<file path="src/rtl/cpu_irq_pkg.sv">
// Shared types and constants for the fetch-front-end interrupt controller.
package cpu_irq_pkg;

    // Controller sequencing: request raised, vector taken, handler running.
    typedef enum logic [1:0] {
        IDLE     = 2'd0,
        ALERT    = 2'd1,
        WAIT_VEC = 2'd2,
        SERVICE  = 2'd3
    } irq_state_t;

    // Address next-PC logic forces on an accepted interrupt.
    localparam logic [31:0] IRQ_VECTOR = 32'd4096;

    // Default number of external request lines.
    localparam int NUM_IRQ_DEFAULT = 8;

    // Width of a cause index; a single line still needs one bit.
    function automatic int cause_w(input int n);
        return (n > 1) ? $clog2(n) : 1;
    endfunction

endpackage

</file>
<file path="src/rtl/irq_controller_if.sv">
// Bus between the interrupt controller and the SoC / next-PC logic.
// master: the SoC request lines and the next-PC stage; slave: the controller.
interface irq_controller_if
    import cpu_irq_pkg::*;
#(
    parameter int NUM_IRQ = NUM_IRQ_DEFAULT
);
    localparam int CAUSE_W = cause_w(NUM_IRQ);

    logic [NUM_IRQ-1:0] irq_in;
    logic               irq_en_we;
    logic [NUM_IRQ-1:0] irq_en_wdata;
    logic               interrupt;
    logic               rti;
    logic               alert;
    logic               interrupt_mask;
    logic [CAUSE_W-1:0] irq_cause;
    logic [NUM_IRQ-1:0] irq_pending;
    logic [NUM_IRQ-1:0] irq_en;

    modport master (
        output irq_in, irq_en_we, irq_en_wdata, interrupt, rti,
        input  alert, interrupt_mask, irq_cause, irq_pending, irq_en
    );

    modport slave (
        input  irq_in, irq_en_we, irq_en_wdata, interrupt, rti,
        output alert, interrupt_mask, irq_cause, irq_pending, irq_en
    );

endinterface

</file>
<file path="src/rtl/irq_sync_edge.sv">
// One request line: multi-flop synchronizer followed by a rising-edge detector.
module irq_sync_edge #(
    parameter int SYNC_STAGES = 2
) (
    input  logic clk,
    input  logic rst_n,
    input  logic irq_raw,
    output logic sync_lvl,
    output logic edge_pulse
);

    logic [SYNC_STAGES-1:0] sync_q;
    logic                   sync_d;

    // Shift the raw line through the synchronizer and keep the previous synced level.
    always_ff @(posedge clk or negedge rst_n) begin
        if (!rst_n) begin
            sync_q <= '0;
            sync_d <= 1'b0;
        end else begin
            sync_q <= {sync_q[SYNC_STAGES-2:0], irq_raw};
            sync_d <= sync_q[SYNC_STAGES-1];
        end
    end

    assign sync_lvl   = sync_q[SYNC_STAGES-1];
    assign edge_pulse = sync_q[SYNC_STAGES-1] & ~sync_d;

endmodule

</file>
<file path="src/rtl/irq_controller.sv">
// Interrupt controller: latches edge events as pending, picks the lowest
// enabled index, and hands it to next-PC logic via a one-cycle alert while
// holding the mask until the handler returns. No nesting.
module irq_controller
    import cpu_irq_pkg::*;
#(
    parameter int NUM_IRQ     = NUM_IRQ_DEFAULT,
    parameter int SYNC_STAGES = 2
) (
    input  logic             clk,
    input  logic             rst_n,
    irq_controller_if.slave  bus
);

    localparam int CAUSE_W = cause_w(NUM_IRQ);

    irq_state_t         state_q;
    irq_state_t         state_n;
    logic [NUM_IRQ-1:0] edge_vec;
    logic [NUM_IRQ-1:0] irq_level_unused;
    logic [NUM_IRQ-1:0] pending_q;
    logic [NUM_IRQ-1:0] en_q;
    logic [NUM_IRQ-1:0] active;
    logic [NUM_IRQ-1:0] clr_vec;
    logic [CAUSE_W-1:0] winner;
    logic [CAUSE_W-1:0] cause_q;
    logic               req;
    logic               ack;
    logic               alert_q;
    logic               mask_q;

    genvar g;
    generate
        for (g = 0; g < NUM_IRQ; g++) begin : g_line
            irq_sync_edge #(
                .SYNC_STAGES (SYNC_STAGES)
            ) u_sync (
                .clk        (clk),
                .rst_n      (rst_n),
                .irq_raw    (bus.irq_in[g]),
                .sync_lvl   (irq_level_unused[g]),
                .edge_pulse (edge_vec[g])
            );
        end
    endgenerate

    assign active = pending_q & en_q;
    assign req    = |active;
    assign ack    = (state_q == WAIT_VEC) && bus.interrupt;

    // Fixed priority: lowest enabled pending index wins.
    always_comb begin
        winner = '0;
        for (int i = NUM_IRQ - 1; i >= 0; i--) begin
            if (active[i]) begin
                winner = CAUSE_W'(i);
            end
        end
    end

    // Acknowledge clears only the bit of the cause being taken.
    always_comb begin
        clr_vec = '0;
        for (int i = 0; i < NUM_IRQ; i++) begin
            clr_vec[i] = ack && (cause_q == CAUSE_W'(i));
        end
    end

    // Pending latch: a new edge overrides a same-cycle acknowledge.
    always_ff @(posedge clk or negedge rst_n) begin
        if (!rst_n) begin
            pending_q <= '0;
        end else begin
            pending_q <= (pending_q & ~clr_vec) | edge_vec;
        end
    end

    // Enable register; disabling a line leaves its pending bit alone.
    always_ff @(posedge clk or negedge rst_n) begin
        if (!rst_n) begin
            en_q <= '0;
        end else if (bus.irq_en_we) begin
            en_q <= bus.irq_en_wdata;
        end
    end

    // State register plus registered alert/mask decodes of the next state.
    always_ff @(posedge clk or negedge rst_n) begin
        if (!rst_n) begin
            state_q <= IDLE;
            alert_q <= 1'b0;
            mask_q  <= 1'b0;
        end else begin
            state_q <= state_n;
            alert_q <= (state_n == ALERT);
            mask_q  <= (state_n != IDLE);
        end
    end

    // Cause is captured on ALERT entry and held until the next ALERT entry.
    always_ff @(posedge clk or negedge rst_n) begin
        if (!rst_n) begin
            cause_q <= '0;
        end else if ((state_q == IDLE) && req) begin
            cause_q <= winner;
        end
    end

    // Next-state logic; stray rti/interrupt outside their state are ignored.
    always_comb begin
        state_n = state_q;
        unique case (state_q)
            IDLE:     if (req)           state_n = ALERT;
            ALERT:                       state_n = WAIT_VEC;
            WAIT_VEC: if (bus.interrupt) state_n = SERVICE;
            SERVICE:  if (bus.rti)       state_n = IDLE;
            default:                     state_n = IDLE;
        endcase
    end

    assign bus.alert          = alert_q;
    assign bus.interrupt_mask = mask_q;
    assign bus.irq_cause      = cause_q;
    assign bus.irq_pending    = pending_q;
    assign bus.irq_en         = en_q;

endmodule

</file>
<file path="src/flat_wrapper.sv">
// flat-port wrapper written by rule: the top's interface ports become plain ports
module irq_controller_flat import cpu_irq_pkg::*;
#(
    parameter int NUM_IRQ     = NUM_IRQ_DEFAULT,
    parameter int SYNC_STAGES = 2
)
  (clk, rst_n, bus_irq_in, bus_irq_en_we, bus_irq_en_wdata, bus_interrupt, bus_rti, bus_alert, bus_interrupt_mask, bus_irq_cause, bus_irq_pending, bus_irq_en);
  irq_controller_if #(.NUM_IRQ(NUM_IRQ)) bus_i ();
  input  logic clk;
  input  logic rst_n;
  input wire logic [$bits(bus_i.irq_in)-1:0] bus_irq_in;
  input wire logic [$bits(bus_i.irq_en_we)-1:0] bus_irq_en_we;
  input wire logic [$bits(bus_i.irq_en_wdata)-1:0] bus_irq_en_wdata;
  input wire logic [$bits(bus_i.interrupt)-1:0] bus_interrupt;
  input wire logic [$bits(bus_i.rti)-1:0] bus_rti;
  output wire logic [$bits(bus_i.alert)-1:0] bus_alert;
  output wire logic [$bits(bus_i.interrupt_mask)-1:0] bus_interrupt_mask;
  output wire logic [$bits(bus_i.irq_cause)-1:0] bus_irq_cause;
  output wire logic [$bits(bus_i.irq_pending)-1:0] bus_irq_pending;
  output wire logic [$bits(bus_i.irq_en)-1:0] bus_irq_en;
  assign bus_i.irq_in = bus_irq_in;
  assign bus_i.irq_en_we = bus_irq_en_we;
  assign bus_i.irq_en_wdata = bus_irq_en_wdata;
  assign bus_i.interrupt = bus_interrupt;
  assign bus_i.rti = bus_rti;
  assign bus_alert = bus_i.alert;
  assign bus_interrupt_mask = bus_i.interrupt_mask;
  assign bus_irq_cause = bus_i.irq_cause;
  assign bus_irq_pending = bus_i.irq_pending;
  assign bus_irq_en = bus_i.irq_en;
  irq_controller #(.NUM_IRQ(NUM_IRQ), .SYNC_STAGES(SYNC_STAGES)) u_core (.clk(clk), .rst_n(rst_n), .bus(bus_i));
endmodule
</file>
<file path="config.mk">
export PLATFORM = sky130hd
export DESIGN_NAME = irq_controller_flat
export DESIGN_NICKNAME = d
export VERILOG_FILES = /design/src/rtl/cpu_irq_pkg.sv /design/src/rtl/irq_controller_if.sv /design/src/rtl/irq_sync_edge.sv /design/src/rtl/irq_controller.sv /design/src/flat_wrapper.sv
export SDC_FILE = /design/constraint.sdc
export NUM_CORES = 1
export LEC_CHECK = 0
export BUFFER_PORTS_ARGS = -buffer_cell sky130_fd_sc_hd__buf_4
export CAP_MARGIN = 20
export CORE_MARGIN = 1.5
export CORE_UTILIZATION = 50
export DETAILED_ROUTE_END_ITERATION = 7
export GPL_ROUTABILITY_DRIVEN = 0
export PLACE_DENSITY_LB_ADDON = 0.12
export SLEW_MARGIN = 20
export SYNTH_ARGS = -nofsm -noshare
export SYNTH_HDL_FRONTEND = slang
export SYNTH_SLANG_ARGS = --single-unit
</file>
<file path="constraint.sdc">
create_clock -name clk -period 1.5 [get_ports clk]
set_input_delay 0.225 -clock clk [delete_from_list [all_inputs] [get_ports clk]]
set_output_delay 0.225 -clock clk [all_outputs]
set_load 0.05 [all_outputs]
</file>
=== Word-level counts from Yosys, hierarchy flattened ===
Cells that the tools add are included.

* ROM bits: 0
* Flip-flop bits (word level): 47
* RAM bits: 0
* Memories kept: 0
* Bits in latches: 0

* Multiply operators: 0
* Muxes and demuxes: 12
* Reductions and logical operators: 14
* Bitwise logic cells: 20
* Equal/unequal tests: 11
* Add/sub/neg operators: 0
* Order comparisons: 0
* Shift operators: 0
* Div/mod/pow operators: 0

{| class="wikitable"
|+ Operators by type and width
! kind !! number
|-
| 2-to-1 mux 3 bit || 8
|-
| bitwise AND 8 bit || 2
|-
| == test 3 bit, second input constant || 4
|-
| logical AND 1 bit || 10
|-
| bitwise AND 1 bit || 8
|-
| NOT 1 bit || 8
|-
| NOT 8 bit || 1
|-
| bitwise OR 8 bit || 1
|-
| case mux 2 bit (4 select lines) || 1
|-
| OR reduction 8 bit || 1
|-
| == test 3 x 2 -> 1 bit, second input constant || 2
|-
| 2-to-1 mux 2 bit || 3
|-
| == test 2 x 1 -> 1 bit, second input constant || 2
|-
| == test 2 bit, second input constant || 2
|-
| == test 3 x 1 -> 1 bit, second input constant || 1
|-
| logical NOT 3 bit || 1
|-
| logical NOT 2 bit || 1
|-
| nonzero test 2 bit || 1
|}

=== Logic depth before layout (Yosys ltp) ===
* Depth after elaboration: 9
* Gate-level depth with buffers: 4
* Depth with buffers taken out: 4

=== Hierarchy ===
Synthesis repeated with hierarchy kept, for this count alone.

* Cells, all modules: 117
* Area, all modules: 1720.4 um2

{| class="wikitable"
|+ Modules (own cells, without submodules)
! module !! area each (um2) !! times used !! cells an instance
|-
| irq_controller || 1009.7 || 1 || 85
|-
| irq_sync_edge || 88.8 || 8 || 4
|}

=== Worst setup path before layout ===
No wires, ideal clock.

* Path kind: register -> register
* Start point: register u_core.en_q[3] (netlist: u_core.bus.irq_en[3])
* End point: register u_core.cause_q[0] (netlist: u_core.bus.irq_cause[0])
* Arrival time: 1488 ps
* Slack: -113 ps
* Stages on the path, launching flop included: 5
* Clock period less this slack: 1613 ps
* Library setup time: 125 ps
* Buffers on the path: 0
* Cell sequence: dfrtp_1 > a22oi_1 > nand2_1 > o21ai_2 > mux2_2

* Longest elaborated chain between the ends: 5
* Elaborated cells on any way between the ends: 7
* Those cells by class: mux: 4; bitwise: 1; reduce/logical: 2

{| class="wikitable"
|+ RTL lines
! item !! line !! source
|-
| start, declared || irq_controller.sv:22 || <nowiki>logic [NUM_IRQ-1:0] en_q;</nowiki>
|-
| start signal, assigned || irq_controller.sv:83 || <nowiki>en_q <= bus.irq_en_wdata;</nowiki>
|-
| bitwise AND 8 bit (*) || irq_controller.sv:47 || <nowiki>assign active = pending_q & en_q;</nowiki>
|-
| 2-to-1 mux 3 bit (4 in a row) || irq_controller.sv:55 || <nowiki>if (active[i]) begin</nowiki>
|-
| end signal, assigned || irq_controller.sv:105 || <nowiki>cause_q <= winner;</nowiki>
|-
| end, declared || irq_controller.sv:26 || <nowiki>logic [CAUSE_W-1:0] cause_q;</nowiki>
|}

Every way passes the cells marked *; elsewhere a longest branch is shown, timed or not.
A chain may end at the register's enable or synchronous reset.

=== Worst setup path after layout ===
* Start point: register u_core.en_q[7] (netlist: u_core.bus.irq_en[7])
* End point: register u_core.cause_q[0] (netlist: u_core.bus.irq_cause[0])

* Longest elaborated chain between the ends: 9
* Elaborated cells on any way between the ends: 11
* Those cells by class: mux: 8; bitwise: 1; reduce/logical: 2

{| class="wikitable"
|+ RTL lines
! item !! line
|-
| bitwise AND 8 bit (*) || irq_controller.sv:47
|-
| 2-to-1 mux 3 bit (8 in a row) || irq_controller.sv:55
|}

Marks and branches as above.

==> flow_metrics.py <==
metrics = {
    "routing": {
        "ant_nets": 0,
        "dr.pass1.iters": 4,
        "route.detailed.drc": 0,
        "drt_iter0_drc": 40,
        "via_count": 1097,
        "topRoutingLayerUsed": "met4",
        "totalWireLength_mm": 2.94,
        "route.met2.wl_mm": 1.53,
        "m1WireLength_mm": 1.22,
        "viasPerCell": 4.99,
        "dr_wl_met3_um": 174,
        "wl_per_cell_um": 13.4,
    },
    "power_and_ir_drop": {
        "peakVddDrop_uv": 963,
        "power_mw": 3.95,
        "leakagePower_nw": 1.01,
        "p_per_area_nw_per_um2": 1790,
    },
    "critical_path": {
        "r2r_cells": 4,
        "reg2reg_slack_ns": 0.07,
        "worstSetupPathType": "reg2reg",
        "crit_end": "u_core.bus.irq_cause[0]",
        "endpoint_kind": "flop",
        "r2r-end": "u_core.bus.irq_cause[0]",
        "reg2reg_from": "u_core.bus.irq_en[7]",
        "crit_start": "u_core.bus.irq_en[7]",
        "cp_max_fo": 4,
        "worstSetupStartpointType": "flop",
        "crit_required_ns": 1.75,
        "arrival_ns": 1.67,
    },
    "logic_synthesis": {
        "yosys-top-cells-count": "47 x dfrtp_1, 15 x o21ai_0, 11 x inv_1",
        "ys_seq_elements": 47,
        "async_reset_ff_frac": 1.00,
        "synth_top_cell_by_area": "dfrtp_1",
        "avgSynthCellArea_um2": 13.9,
        "syn_nets": 137,
        "synth.yosys.seq_area_share": 0.730,
        "ys.warnings.count": 0,
        "ys_top_cells_by_area": "dfrtp_1 73%, mux2_2 6.3%, o21ai_0 4.7%",
        "synth_edf_count": 0,
        "synthCells": 116,
        "yosys_most_used_dff": "dfrtp_1",
        "yosysUniqueCellTypes": 22,
        "synth_top_area_share": 0.730,
        "synth.most_common_cell": "dfrtp_1",
        "synth_area_um2": 1610,
    },
    "outcome": {
        "outcome": "complete, no violations",
    },
    "grt": {
        "grt_max_degree": 48,
        "grt_usage": 0.186,
        "grt_pass1_wl_mm": 4.75,
        "antenna_found_initial": 0,
        "overflow": 0,
        "grt_pass1_vias": 1088,
    },
    "timing": {
        "max_freq_mhz": 700,
        "finalSetupTns_ns": 0,
        "fin_crit_sh": 0.953,
        "final_hold_viol_count": 0,
        "setup_viol_count_final": 0,
        "fin_worst_skew_ns": 0.00939,
        "rsz0062_at_grt": "no",
        "finalMaxSlewViolations": 0,
        "period_needed_ns": 1.43,
        "tightest_slew_ns": 0.544,
        "slew_headroom": 0.637,
    },
    "floorplanning": {
        "ios": 42,
        "core_um2": 3050,
        "dieArea_um2": 3570,
        "start_util": 0.528,
        "die_x_um": 59.8,
        "die_h_um": 59.8,
        "rows": 20,
    },
    "clock_network": {
        "clock_path_buffers": 2,
        "cts_tree": "yes",
        "postCtsSetupRepairBufs": 0,
        "numCtsBuffers": 5,
        "htree_levels": 2,
        "cts_sinks": 47,
        "root_buffer": "clkbuf_4",
        "clkLatencyLatePin_ns": 0.35,
        "clkTransAtPathRegs_ns": 0.13,
    },
    "place": {
        "port_buffers": 41,
        "placed_area_um2": 2010,
        "hpwl_mm": 2.06,
    },
    "final_layout": {
        "syn_to_final_growth_pct": 37.1,
        "final_util": 0.724,
        "final_area_um2": 2210,
        "drive_gt1_frac": 0.460,
        "fin_nets": 196,
        "n_antenna_cell": 0,
    },
    "worst_hold_path": {
        "min_path_type": "in2reg",
        "worstHoldStart": "bus_irq_en_wdata[1]",
    },
    "run": {
        "cap_viol_max_count": 0,
    },
}
[metrics by stage]
step                      hold slack, ns  instances  worst slack, ns
final                             0.0970        220           0.0709
after CTS                         0.0862        220           0.0576
after global routing              0.0694        220          0.00135
after detailed placement           0.252        203           0.0672
after floorplan                  -0.0706        116          -0.0212
after global placement             0.252        203           0.0965
[cell type report]
cell class	count	area (um2)
tap	44	55.1
timing repair buffer	53	420
fill	227	843
clock inverter	2	60.1
clock buffer	6	41.3
multi-input combinational	57	395
sequential	47	1200
inverter	11	41.3
[layer usage]
metal / vias up / global-route usage
li1: 520 / -
met1: 533 / 0.215
met2: 42 / 0.317
met3: 2 / 0.0758
met4: 0 / 0.0540
met5: - / 0
[report_power, final]
part           switching, mW  internal [mW]  leakage [nW]
Combinational          0.862          0.478         0.437
Sequential             0.227           1.49         0.517
Clock                  0.371          0.520        0.0525
[worst min path at each step]
stage                     depth (start not counted)  slack [ns]                    to
final                                             2         0.1  u_core.bus.irq_en[1]
after global routing                              2        0.07  u_core.bus.irq_en[2]
after global placement                            1        0.25  u_core.bus.irq_en[5]
after detailed placement                          1        0.25  u_core.bus.irq_en[5]
after floorplan                                   0       -0.07      u_core.bus.alert
after CTS                                         2        0.09  u_core.bus.irq_en[3]
[cell usage in the layout (no fill, tap or decap), drive strengths merged]
| cell type | Yosys | final |
|---|---|---|
| and2 | 1 | 1 |
| nor2 | 2 | 2 |
| mux2 | 9 | 9 |
| a32oi | 2 | 2 |
| o31ai | 2 | 2 |
| a22oi | 4 | 4 |
| nand4b | 1 | 1 |
| dfrtp | 47 | 47 |
| or4b | 1 | 1 |
| and3 | 1 | 1 |
| nand2b | 2 | 2 |
| bufinv | 0 | 2 |
| o22ai | 1 | 1 |
| clkbuf | 1 | 6 |
| o21ai | 17 | 17 |
| nand2 | 8 | 8 |
| a221o | 1 | 1 |
| mux2i | 1 | 1 |
| buf | 0 | 44 |
| a21oi | 4 | 4 |
| inv | 11 | 11 |
| dlygate4sd3 | 0 | 9 |
[state kept, by name, indices dropped and copies added, names as in the netlist]
signal,flops
u_core.bus.alert,1
u_core.bus.interrupt_mask,1
u_core.g_line.u_sync.sync_q,16
u_core.g_line.u_sync.sync_d,8
u_core.bus.irq_en,8
u_core.bus.irq_pending,8
u_core.bus.irq_cause,3
u_core.state_q,2
[cells by family after synthesis]
family / count (synthesis) / synth area share
AND/OR/NAND/NOR: 16 / 0.0536
flip-flops: 47 / 0.730
AO/OA/AOI/OAI: 31 / 0.120
buffers and inverters: 12 / 0.0279
multiplexers: 10 / 0.0691
[repair_timing]
action / in CTS / in global routing
hold endpoints to repair: 55 / 0
gates resized for setup: 0 / 1
setup endpoints to repair: 0 / 1
hold buffers: 9 / 0
[critical path, cell delays in order (launching register included)]
cell and delay, ns:
dfrtp_2 0.45, a22oi_1 0.25, nand2_1 0.12, o21ai_2 0.17, mux2_2 0.34
Note: power is estimated with default switching activity, not from simulation.
